`config.mk`:
```
export PLATFORM = sky130hd
export DESIGN_NAME = snake_move_ctrl_flat
export DESIGN_NICKNAME = d
export VERILOG_FILES = /design/src/rtl/snake_pkg.sv /design/src/rtl/snake_move_ctrl_if.sv /design/src/rtl/snake_step_timer.sv /design/src/rtl/snake_move_ctrl.sv /design/src/flat_wrapper.sv
export SDC_FILE = /design/constraint.sdc
export NUM_CORES = 1
export LEC_CHECK = 0
export ABC_AREA = 0
export BUFFER_PORTS_ARGS = -buffer_cell sky130_fd_sc_hd__buf_2
export CAP_MARGIN = 10
export CELL_PAD_IN_SITES_DETAIL_PLACEMENT = 1
export CELL_PAD_IN_SITES_GLOBAL_PLACEMENT = 1
export CORE_ASPECT_RATIO = 1.4
export CORE_MARGIN = 8
export CORE_UTILIZATION = 44
export CTS_BUF_LIST = sky130_fd_sc_hd__clkbuf_8
export CTS_CLUSTER_SIZE = 20
export DETAILED_ROUTE_END_ITERATION = 8
export HOLD_SLACK_MARGIN = 0.05
export PLACE_DENSITY = 0.78
export SLEW_MARGIN = 15
export SYNTH_ARGS = -nofsm -noshare
export SYNTH_HDL_FRONTEND = slang
export SYNTH_SLANG_ARGS = --single-unit
```
`constraint.sdc`:
```
create_clock -name clk -period 6.73 [get_ports clk]
set_clock_uncertainty 0.05 [all_clocks]
set_input_delay 0.673 -clock clk [delete_from_list [all_inputs] [get_ports clk]]
set_output_delay 0.673 -clock clk [all_outputs]
set_load 0.005 [all_outputs]
```
`src/rtl/snake_pkg.sv`:
```
// Shared grid geometry, direction/state encodings and reset body for the snake controller.
package snake_pkg;

  localparam int unsigned GRID_W = 40;
  localparam int unsigned GRID_H = 30;

  localparam logic [5:0] WALL_X_LO = 6'd0;
  localparam logic [5:0] WALL_X_HI = 6'(GRID_W - 1);
  localparam logic [5:0] WALL_Y_LO = 6'd0;
  localparam logic [5:0] WALL_Y_HI = 6'(GRID_H - 1);

  typedef enum logic [1:0] {
    DIR_UP    = 2'd0,
    DIR_DOWN  = 2'd1,
    DIR_LEFT  = 2'd2,
    DIR_RIGHT = 2'd3
  } dir_t;

  typedef enum logic [1:0] {
    ST_IDLE = 2'd0,
    ST_RUN  = 2'd1,
    ST_OVER = 2'd2
  } state_t;

  localparam logic [5:0] HEAD_X0 = 6'd10;
  localparam logic [5:0] HEAD_Y0 = 6'd15;
  localparam dir_t       DIR0    = DIR_RIGHT;

  // Reset body is a horizontal line trailing left of the head.
  function automatic logic [5:0] init_seg_x(input int unsigned idx);
    return HEAD_X0 - 6'(idx);
  endfunction

  // Encoding pairs opposites in the LSB.
  function automatic dir_t opposite(input dir_t d);
    return dir_t'(d ^ 2'b01);
  endfunction

endpackage

```
`src/rtl/snake_move_ctrl_if.sv`:
```
// Key/event inputs, head/length/status outputs and the renderer body query of snake_move_ctrl.
interface snake_move_ctrl_if;
  logic       key_up;
  logic       key_down;
  logic       key_left;
  logic       key_right;
  logic       start;
  logic       add_cube;
  logic       hit_stone;
  logic [5:0] q_x;
  logic [5:0] q_y;
  logic [5:0] head_x;
  logic [5:0] head_y;
  logic [5:0] snake_len;
  logic       q_body;
  logic       game_over;
  logic       step;

  modport slave (
    input  key_up, key_down, key_left, key_right, start, add_cube, hit_stone, q_x, q_y,
    output head_x, head_y, snake_len, q_body, game_over, step
  );

  modport master (
    output key_up, key_down, key_left, key_right, start, add_cube, hit_stone, q_x, q_y,
    input  head_x, head_y, snake_len, q_body, game_over, step
  );
endinterface

```
`src/rtl/snake_step_timer.sv`:
```
// Move-interval counter: pulses step on the last cycle of each period, cleared while not running.
module snake_step_timer #(
  parameter int unsigned STEP_CYCLES = 6250000,
  parameter int unsigned PW          = $clog2(STEP_CYCLES + 1)
) (
  input  logic          clk,
  input  logic          rst_n,
  input  logic          run,
  input  logic [PW-1:0] period,
  output logic          step
);

  localparam int unsigned TW = (STEP_CYCLES > 2) ? $clog2(STEP_CYCLES) : 1;

  logic [TW-1:0] r_cnt;
  logic          w_tc;

  assign w_tc = (PW'(r_cnt) == (period - PW'(1)));
  assign step = run & w_tc;

  always_ff @(posedge clk or negedge rst_n) begin
    if (!rst_n) begin
      r_cnt <= '0;
    end else if (!run || w_tc) begin
      r_cnt <= '0;
    end else begin
      r_cnt <= r_cnt + 1'b1;
    end
  end

endmodule

```
`src/rtl/snake_move_ctrl.sv`:
```
// Snake motion controller: direction latch, body shift store, growth, collisions and game FSM.
// Define SNAKE_SPEEDUP_EN to shorten the step period as the snake grows.
module snake_move_ctrl
  import snake_pkg::*;
#(
  parameter int unsigned STEP_CYCLES = 6250000,
  parameter int unsigned MAX_LEN     = 32,
  parameter int unsigned INIT_LEN    = 3
) (
  input  logic              clk,
  input  logic              rst_n,
  snake_move_ctrl_if.slave  bus
);

  localparam int unsigned PW         = $clog2(STEP_CYCLES + 1);
  localparam logic [5:0]  MAX_LEN_L  = 6'(MAX_LEN);
  localparam logic [5:0]  INIT_LEN_L = 6'(INIT_LEN);

  state_t     r_state;
  dir_t       r_dir;
  dir_t       r_pend;
  logic [5:0] r_len;
  logic       r_grow;
  logic [5:0] r_seg_x [MAX_LEN];
  logic [5:0] r_seg_y [MAX_LEN];

  logic          w_run;
  logic          w_step;
  logic [PW-1:0] w_period;
  logic          w_key_vld;
  dir_t          w_key_dir;
  logic          w_dir_ok;
  logic [5:0]    w_nx;
  logic [5:0]    w_ny;
  logic          w_grow;
  logic          w_wall;
  logic          w_self;
  logic          w_qhit;

  assign w_run = (r_state == ST_RUN);

  snake_step_timer #(
    .STEP_CYCLES (STEP_CYCLES),
    .PW          (PW)
  ) u_timer (
    .clk    (clk),
    .rst_n  (rst_n),
    .run    (w_run),
    .period (w_period),
    .step   (w_step)
  );

`ifdef SNAKE_SPEEDUP_EN
  logic [PW-1:0] r_period;
  logic [31:0]   w_extra;

  assign w_extra  = (32'(r_len) - INIT_LEN) * (STEP_CYCLES / 64);
  assign w_period = r_period;

  // Period only changes at a wrap so the running count never overshoots it.
  always_ff @(posedge clk or negedge rst_n) begin
    if (!rst_n) begin
      r_period <= PW'(STEP_CYCLES);
    end else if (r_state == ST_OVER && bus.start) begin
      r_period <= PW'(STEP_CYCLES);
    end else if (w_step) begin
      if (w_extra > (STEP_CYCLES - STEP_CYCLES / 4)) begin
        r_period <= PW'(STEP_CYCLES / 4);
      end else begin
        r_period <= PW'(STEP_CYCLES - w_extra);
      end
    end
  end
`else
  assign w_period = PW'(STEP_CYCLES);
`endif

  always_comb begin
    w_key_vld = 1'b1;
    w_key_dir = DIR_UP;
    if (bus.key_up)         w_key_dir = DIR_UP;
    else if (bus.key_down)  w_key_dir = DIR_DOWN;
    else if (bus.key_left)  w_key_dir = DIR_LEFT;
    else if (bus.key_right) w_key_dir = DIR_RIGHT;
    else                    w_key_vld = 1'b0;
  end

  // A reversing key is dropped rather than falling through to a lower-priority key.
  assign w_dir_ok = w_key_vld && (w_key_dir != opposite(r_dir));

  always_comb begin
    w_nx = r_seg_x[0];
    w_ny = r_seg_y[0];
    case (r_pend)
      DIR_UP:    w_ny = r_seg_y[0] - 6'd1;
      DIR_DOWN:  w_ny = r_seg_y[0] + 6'd1;
      DIR_LEFT:  w_nx = r_seg_x[0] - 6'd1;
      default:   w_nx = r_seg_x[0] + 6'd1;
    endcase
  end

  assign w_grow = (r_grow || bus.add_cube) && (r_len < MAX_LEN_L);
  assign w_wall = (w_nx == WALL_X_LO) || (w_nx == WALL_X_HI) ||
                  (w_ny == WALL_Y_LO) || (w_ny == WALL_Y_HI);

  // The tail vacates its cell on a plain move, so it only blocks when growing.
  always_comb begin
    w_self = 1'b0;
    for (int unsigned i = 1; i < MAX_LEN; i++) begin
      if (((i + 1 < 32'(r_len)) || (w_grow && (i + 1 == 32'(r_len)))) &&
          (r_seg_x[i] == w_nx) && (r_seg_y[i] == w_ny)) begin
        w_self = 1'b1;
      end
    end
  end

  always_comb begin
    w_qhit = 1'b0;
    for (int unsigned i = 0; i < MAX_LEN; i++) begin
      if ((i < 32'(r_len)) && (r_seg_x[i] == bus.q_x) && (r_seg_y[i] == bus.q_y)) begin
        w_qhit = 1'b1;
      end
    end
  end

  always_ff @(posedge clk or negedge rst_n) begin
    if (!rst_n) begin
      r_state <= ST_IDLE;
      r_dir   <= DIR0;
      r_pend  <= DIR0;
      r_len   <= INIT_LEN_L;
      r_grow  <= 1'b0;
      for (int unsigned i = 0; i < MAX_LEN; i++) begin
        r_seg_x[i] <= init_seg_x(i);
        r_seg_y[i] <= HEAD_Y0;
      end
    end else begin
      case (r_state)
        ST_IDLE: begin
          if (bus.start) r_state <= ST_RUN;
        end
        ST_RUN: begin
          if (w_dir_ok) r_pend <= w_key_dir;
          if (bus.hit_stone) begin
            r_state <= ST_OVER;
          end else if (w_step) begin
            r_grow <= 1'b0;
            if (w_wall || w_self) begin
              r_state <= ST_OVER;
            end else begin
              for (int unsigned i = 1; i < MAX_LEN; i++) begin
                r_seg_x[i] <= r_seg_x[i-1];
                r_seg_y[i] <= r_seg_y[i-1];
              end
              r_seg_x[0] <= w_nx;
              r_seg_y[0] <= w_ny;
              r_dir      <= r_pend;
              if (w_grow) r_len <= r_len + 6'd1;
            end
          end else if (bus.add_cube) begin
            r_grow <= 1'b1;
          end
        end
        ST_OVER: begin
          if (bus.start) begin
            r_state <= ST_RUN;
            r_dir   <= DIR0;
            r_pend  <= DIR0;
            r_len   <= INIT_LEN_L;
            r_grow  <= 1'b0;
            for (int unsigned i = 0; i < MAX_LEN; i++) begin
              r_seg_x[i] <= init_seg_x(i);
              r_seg_y[i] <= HEAD_Y0;
            end
          end
        end
        default: r_state <= ST_IDLE;
      endcase
    end
  end

  assign bus.head_x    = r_seg_x[0];
  assign bus.head_y    = r_seg_y[0];
  assign bus.snake_len = r_len;
  assign bus.q_body    = w_qhit;
  assign bus.game_over = (r_state == ST_OVER);
  assign bus.step      = w_step;

endmodule

```
`src/flat_wrapper.sv`:
```
// flat-port wrapper written by rule: the top's interface ports become plain ports
module snake_move_ctrl_flat import snake_pkg::*;
#(
  parameter int unsigned STEP_CYCLES = 6250000,
  parameter int unsigned MAX_LEN     = 32,
  parameter int unsigned INIT_LEN    = 3
)
  (clk, rst_n, bus_key_up, bus_key_down, bus_key_left, bus_key_right, bus_start, bus_add_cube, bus_hit_stone, bus_q_x, bus_q_y, bus_head_x, bus_head_y, bus_snake_len, bus_q_body, bus_game_over, bus_step);
  snake_move_ctrl_if bus_i ();
  input  logic clk;
  input  logic rst_n;
  input wire logic [$bits(bus_i.key_up)-1:0] bus_key_up;
  input wire logic [$bits(bus_i.key_down)-1:0] bus_key_down;
  input wire logic [$bits(bus_i.key_left)-1:0] bus_key_left;
  input wire logic [$bits(bus_i.key_right)-1:0] bus_key_right;
  input wire logic [$bits(bus_i.start)-1:0] bus_start;
  input wire logic [$bits(bus_i.add_cube)-1:0] bus_add_cube;
  input wire logic [$bits(bus_i.hit_stone)-1:0] bus_hit_stone;
  input wire logic [$bits(bus_i.q_x)-1:0] bus_q_x;
  input wire logic [$bits(bus_i.q_y)-1:0] bus_q_y;
  output wire logic [$bits(bus_i.head_x)-1:0] bus_head_x;
  output wire logic [$bits(bus_i.head_y)-1:0] bus_head_y;
  output wire logic [$bits(bus_i.snake_len)-1:0] bus_snake_len;
  output wire logic [$bits(bus_i.q_body)-1:0] bus_q_body;
  output wire logic [$bits(bus_i.game_over)-1:0] bus_game_over;
  output wire logic [$bits(bus_i.step)-1:0] bus_step;
  assign bus_i.key_up = bus_key_up;
  assign bus_i.key_down = bus_key_down;
  assign bus_i.key_left = bus_key_left;
  assign bus_i.key_right = bus_key_right;
  assign bus_i.start = bus_start;
  assign bus_i.add_cube = bus_add_cube;
  assign bus_i.hit_stone = bus_hit_stone;
  assign bus_i.q_x = bus_q_x;
  assign bus_i.q_y = bus_q_y;
  assign bus_head_x = bus_i.head_x;
  assign bus_head_y = bus_i.head_y;
  assign bus_snake_len = bus_i.snake_len;
  assign bus_q_body = bus_i.q_body;
  assign bus_game_over = bus_i.game_over;
  assign bus_step = bus_i.step;
  snake_move_ctrl #(.STEP_CYCLES(STEP_CYCLES), .MAX_LEN(MAX_LEN), .INIT_LEN(INIT_LEN)) u_core (.clk(clk), .rst_n(rst_n), .bus(bus_i));
endmodule
```
==> out/results.tsv, run 1 <==
metric	value	unit
synth_flop_cell	dfstp_2	
synth_edf_count	0	
viasPerCell	7.03	
hold_violations	0	
final_util	0.479	
ys.warnings.count	0	
post_drt_wl_per_cell	34.4	um
r2r_start	u_core.r_pend[1]	
final_nets	2855	
async_reset_ff_frac	1.00	
synth_area	28700	sq um
port_buffers	41	
crit_path_top_delay_cell	fa_2	
cts_tree	yes	
crit_path_frequent_cell	a21oi_1	
period_minus_slack	6.90	ns
violations	negative setup slack	
cp.required	7.22	ns
fin_tns_setup	-11.54	ns
initial_core_util	0.442	
ys_types	95	
ff2ff_path_depth	15	
regArea	10800	sq um
clkLatencyLatePin	0.72	ns
grt_overflow_total	0	
critPathMaxFanout	115	
die_y	318	um
synth.most_common_cell	xnor2_1	
whs	0.180	ns
num_io_pins	42	
drv_cap	0	
antenna_found_initial	8	
worstMarginPinSlew	1.23	ns
synth_top_cell_area_share	0.215	
grt_pass1_wl	189000	um
cts-htree-levels	3	
rsz0062_at_grt	false	
worstSetupEndpoint	u_core.r_seg_y[28]	
antenna_left	0	
rr_endpoint	u_core.r_seg_y[28]	
grtUsageTotal	0.343	
clockRootBuffer	clkbuf_8	
path_cells	nand2b_1, inv_1, fa_2, xnor2_1, or3_1, a21oi_1, o2111ai_1, nor4_1, a21oi_1, a22oi_1, a2111oi_1, nand4_1, or2_4, buf_12, o22ai_1	
core	65000	sq um
wirelength	128000	um
crit_arrival	7.38	ns
final_layout_size_suffix_gt1_frac	0.187	
synth_area_leader_cell	dfstp_2	
ys_seq_area_frac	0.376	
reg2reg_setup_slack	-0.17	ns
min_period_over_period	1.02	
crit_type	flop to flop	
cp-start-kind	flop	
powerDensity	302	nW/um^2
status	finished with violations	
max_freq	0.145	GHz
synth_seq_cells	420	
synthCells	2901	
critPathMaxStageDelay	1.15	ns
clock_path_buffers	3	
leakagePower	11.7	nW
numCtsBuffers	72	
drc	0	
rows	111	
die-area	73800	sq um
numClockSinks	420	
dpl.hpwl	86600	um
slew_headroom	0.175	
worst_slack	-0.166	ns
hold_path_class	input port to flop	
fillers	7176	
die_x	232	um
setup-violations-final	153	
ir_drop	0.251	mV
slew_viol_final	0	
routabilityCongestion	1.04	
syn_to_final_growth	8.41	%
synth_nets	2937	
grt_pass1_vias	27700	
initialDrtViolationCount	2903	
crit_path_start	u_core.r_pend[1]	
place_ws	0.201	ns
avgSynthCellArea	9.90	sq um
synth.area.top_cells	dfstp_2 (22%), dfrtp_1 (16%), xnor2_1 (14%), xor2_1 (10%), o22a_1 (6.3%)	
first_pass_iters	8	
end_kind	flop	
multi_input_area	16400	sq um
grt_start_max_net_pins	190	
synthTopCellsByCount	xnor2_1 (452), xor2_1 (337), dfstp_2 (235)	
via_count	26200	
path_clk_slew	0.07	ns
final cells by class:
type / instances / share of cell area
Inverter: 33 / 0.00398
Clock inverter: 37 / 0.00687
Tap cell: 847 / 0.0340
Antenna cell: 6 / 0.000482
Timing Repair Buffer: 152 / 0.0386
Clock buffer: 96 / 0.0424
Multi-Input combinational cell: 2140 / 0.526
Sequential cell: 420 / 0.347
repair_timing:
action	CTS	global route
hold buffers	1	0
setup endpoints to repair	0	1
endpoints found under the hold margin	26	0
setup buffers	0	0
gates resized for setup	0	1
worst min path at each step:
| stage | cells after the start | slack [ns] | endpoint | startpoint |
|---|---|---|---|---|
| after floorplan | 0 | 0.33 | u_core.bus.head_x[0] | rst_n |
| after global placement | 1 | 0.39 | u_core.u_timer.r_cnt[0] | u_core.u_timer.r_cnt[0] |
| after detailed placement | 1 | 0.42 | u_core.u_timer.r_cnt[0] | u_core.u_timer.r_cnt[0] |
| after CTS | 2 | 0.17 | u_core.r_state[0] | bus_start |
| after global routing | 2 | 0.22 | u_core.r_state[0] | bus_start |
| final | 2 | 0.18 | u_core.r_state[0] | bus_start |
placed cells by master (no fill, tap or decap), types with 22 or more instances in the layout:
cell type  count
dfstp_2      234
nand3_1       59
nor2_1        99
buf_4         97
o22a_1       208
xor2_1       337
o21ai_0       61
inv_1         52
nor4_1        99
xnor2_1      450
clkbuf_8      96
dfrtp_1      184
nor3_1        61
a21oi_1       97
a22o_1       141
buf_2         40
nand4_1      103
or3_1         22
nand2_1       73
state kept, by name, summed over array words and instances, names as in the netlist:
name	count
u_core.r_state	2
u_core.u_timer.r_cnt	23
u_core.bus.head_x	6
u_core.r_dir	2
u_core.r_seg_x	186
u_core.r_pend	2
u_core.r_grow	1
u_core.bus.head_y	6
u_core.r_seg_y	186
u_core.bus.snake_len	6
kinds of logic (layout without fill, tap and decap cells):
kind of cell / after synthesis / in the layout / share of synthesized area
flip-flops: 420 / 420 / 0.376
other: 0 / 6 / 0
AND/OR/NAND/NOR: 627 / 627 / 0.121
XOR/XNOR: 806 / 806 / 0.254
buffers and inverters: 341 / 318 / 0.0566
multiplexers: 7 / 7 / 0.00248
adder cells (fa/ha/maj): 15 / 15 / 0.00680
AO/OA/AOI/OAI: 685 / 685 / 0.183
critical path: cells and delay by family, from the launching register on:
kind | cells | cell delay, ns
XOR/XNOR | 1 | 0.17
AO/OA/AOI/OAI | 6 | 1.39
adder cells (fa/ha/maj) | 1 | 1.15
buffers and inverters | 2 | 0.55
AND/OR/NAND/NOR | 5 | 2.49
flip-flops | 1 | 0.74
power by group:
group	internal [mW]	switching, mW
clock network	1.35	1.20
logic	1.17	3.07
registers	2.56	0.0456
routing by layer:
layer / track usage / part of all wire / up-vias / routed length (um)
met5: 0.00339 / 0.00031 / - / 40
met4: 0.307 / 0.11 / 6 / 14300
met3: 0.0982 / 0.11 / 841 / 13800
met2: 0.520 / 0.44 / 1957 / 56700
met1: 0.389 / 0.34 / 13200 / 43700
li1: - / - / 10300 / -
through the flow:
step	instance area, sq um	power [mW]	std cells
after floorplan	28700	5.10	2901
after detailed placement	29600	6.61	3590
after CTS	31100	9.17	3724
final	31100	9.39	3731
after global routing	31100	9.61	3727
after global placement	29600	6.47	3590
Note: power is estimated with default switching activity, not from simulation.
==> run 2, diff against run 1 <==
--- a/config.mk
+++ b/config.mk
@@ -10,7 +10,6 @@
 export CAP_MARGIN = 10
 export CELL_PAD_IN_SITES_DETAIL_PLACEMENT = 1
 export CELL_PAD_IN_SITES_GLOBAL_PLACEMENT = 1
-export CORE_ASPECT_RATIO = 1.4
 export CORE_MARGIN = 8
 export CORE_UTILIZATION = 44
 export CTS_BUF_LIST = sky130_fd_sc_hd__clkbuf_8
==> run 2 against run 1 <==
- largest power group unchanged
- global-route usage shrank 0.87 points
- core utilization rose by 0.86 points
- largest cell class unchanged
- highest routed layer unchanged
- the run now ends clean
- fmax up 7.0%
==> out/results.tsv, run 2 (synthesis gave the netlist of run 1 again) <==
metric	value	unit	change
gr-usage-met2	0.491		-0.0291
max_freq	0.155	GHz	+7.0%
status	complete, no violations		
grt_pass1_wl	187000	um	-1.2%
ff2ff_path_depth	17		+2
slew_viol_final	0		unchanged
antenna_found_initial	9		+1
design_area	31400	sq um	+0.96%
cp.required	7.29	ns	+0.07 ns
critPathMaxStageDelay	0.87	ns	-0.28 ns
cp-start-kind	flop		
final_nets	2878		+0.81%
via_count	26000		-1.0%
first_pass_iters	6		-2
end_kind	flop		
port_buffers	41		unchanged
numClockSinks	420		unchanged
die-area	73700	sq um	-0.16%
placed_area	29800	sq um	+0.94%
num_io_pins	42		unchanged
wirelength	127000	um	-1.0%
leakagePower	11.8	nW	+1.6%
syn_to_final_growth	9.45	%	
seqPwrFrac	0.274		-0.004
rr_endpoint	u_core.r_seg_y[52]		
critPathMaxFanout	64		-44%
min_period_over_period	0.957		-0.0675
grt_overflow_total	0		unchanged
crit_path_top_delay_cell	o31a_1		
die_x	271	um	+17%
clkLatencyLatePin	0.70	ns	-0.02 ns
period_minus_slack	6.44	ns	-0.454 ns
whs	0.246	ns	+0.0668 ns
largest_registers	u_core.r_seg_x: 186 flops, u_core.r_seg_y: 186 flops, u_core.u_timer.r_cnt: 23 flops		
routabilityCongestion	1.03		-1.7%
clock_path_buffers	3		unchanged
grt_start_max_net_pins	168		-12%
crit_type	flop to flop		
rsz0062_at_grt	false		
rows	93		-16%
pwr-share-clk	0.267		-0.005
switchingPower	4.38	mW	+1.7%
initialDrtViolationCount	3358		+16%
grt_busiest_layer	met2		
fin_tns_setup	0	ns	+11.54 ns
power.total	9.57	mW	+1.9%
crit_arrival	7.00	ns	-0.38 ns
drv_cap	0		unchanged
powerDensity	304	nW/um^2	+0.89%
combinationalPowerShare	0.459		+0.008
drc	0		unchanged
final_layout_size_suffix_gt1_frac	0.191		+0.00329
clockRootBuffer	clkbuf_8		
die_y	271	um	-15%
worstMarginPinSlew	1.20	ns	-0.0302 ns
r2r_start	u_core.r_pend[1]		
core	64500	sq um	-0.82%
dpl.hpwl	87300	um	+0.80%
final_common_cell	xnor2_1		
hold_violations	0		unchanged
swShare	0.458		-0.000895
initial_core_util	0.445		+0.00365
hold_path_class	input port to flop		
internal-power	5.18	mW	+2.0%
cts-htree-levels	3		unchanged
layout_common_cells	xnor2_1 (450), xor2_1 (337), dfstp_2 (234)		
worstSetupEndpoint	u_core.r_seg_y[52]		
post_drt_wl_per_cell	33.8	um	-1.9%
viasPerCell	6.89		-2.0%
grt_pass1_vias	27000		-2.3%
numCtsBuffers	79		+9.7%
slew_headroom	0.196		+0.0210
post-cts-setup-buffer-count	0		unchanged
cts_tree	yes		
setup-violations-final	0		-100%
path_clk_slew	0.06	ns	about the same
crit_path_start	u_core.r_pend[1]		
path_cells	nand2b_1, ha_1, nor3b_1, o31a_1, nor3_1, o22ai_1, nor4_1, a21oi_1, a22oi_1, a2111oi_1, buf_4, nand4_1, buf_4, nor2_4, buf_12, nand2_1, o21ai_1		
use_met1	0.419		+0.0305
final_util	0.488		+0.00860
antenna_left	0		unchanged
grtUsageTotal	0.335		-0.00871
crit_path_frequent_cell	buf_4		
reg2reg_setup_slack	0.29	ns	+0.45 ns
ir_drop	0.232	mV	-7.3%
use_met3	0.119		+0.0210
## run 2: changes by cell type in the layout (fill, tap and decap cells not counted), moves of 2 or more
cell	change
buf_4	+7
diode_2	-2
inv_1	+17
buf_12	+10
clkinv_2	-6
clkbuf_8	+2
## run 2: area by class of cell
class,instances,area [sq um]
antenna,4,10.0
inverter,33,124
multi-input combinational,2140,16400
tap,855,1070
clock inverter,48,225
sequential,420,10800
fill,7091,33000
clock buffer,98,1350
timing repair buffer,168,1450
## run 2: timing repair
| action | 4_1_cts | 5_1_grt |
|---|---|---|
| hold buffers | 1 | 0 |
| hold endpoints to repair | 14 | 0 |
| gates resized for setup | 0 | 1 |
| setup endpoints to repair | 0 | 73 |
## run 2: power by group through the flow
stage	Sequential (mW)	Combinational [mW]	Clock [mW]
2_1_floorplan	2.61	2.49	0
3_3_place_gp	2.65	4.05	0
3_5_place_dp	2.66	4.16	0
4_1_cts	2.62	4.18	2.58
5_1_grt	2.62	4.50	2.69
6_report	2.62	4.39	2.56
## run 2: how the worst min path moves through the flow
stage                                       start                      end  slack [ns]  depth (start not counted)
after floorplan                             rst_n     u_core.bus.head_x[0]        0.33                          0
after global placement    u_core.u_timer.r_cnt[0]  u_core.u_timer.r_cnt[0]        0.39                          1
after detailed placement  u_core.u_timer.r_cnt[0]  u_core.u_timer.r_cnt[0]        0.41                          1
after CTS                               bus_start        u_core.r_state[0]        0.20                          2
after global routing                    bus_start        u_core.r_state[0]        0.24                          2
final                                   bus_start        u_core.r_state[0]        0.25                          2
## run 2: layer usage
| layer | wire length (um) | share of wire |
|---|---|---|
| met5 | 166 | 0.0013 |
| met1 | 49100 | 0.39 |
| met3 | 15100 | 0.12 |
| met4 | 9310 | 0.073 |
| met2 | 53500 | 0.42 |
## run 2: stage by stage
stage	cells	worst slack [ns]
floorplan	2901	1.07
global placement	3615	0.513
detailed placement	3615	0.343
CTS	3762	0.310
global route	3763	0.176
finish	3766	0.288
## run 2: critical path: cells and delay by family (launching register included)
| kind | cells | cell delay [ns] |
|---|---|---|
| and+or+nand+nor | 7 | 2.11 |
| AOI/OAI and AO/OA | 6 | 2.09 |
| adders and majority gates | 1 | 0.37 |
| DFF | 1 | 0.77 |
| buffers and inverters | 3 | 0.91 |
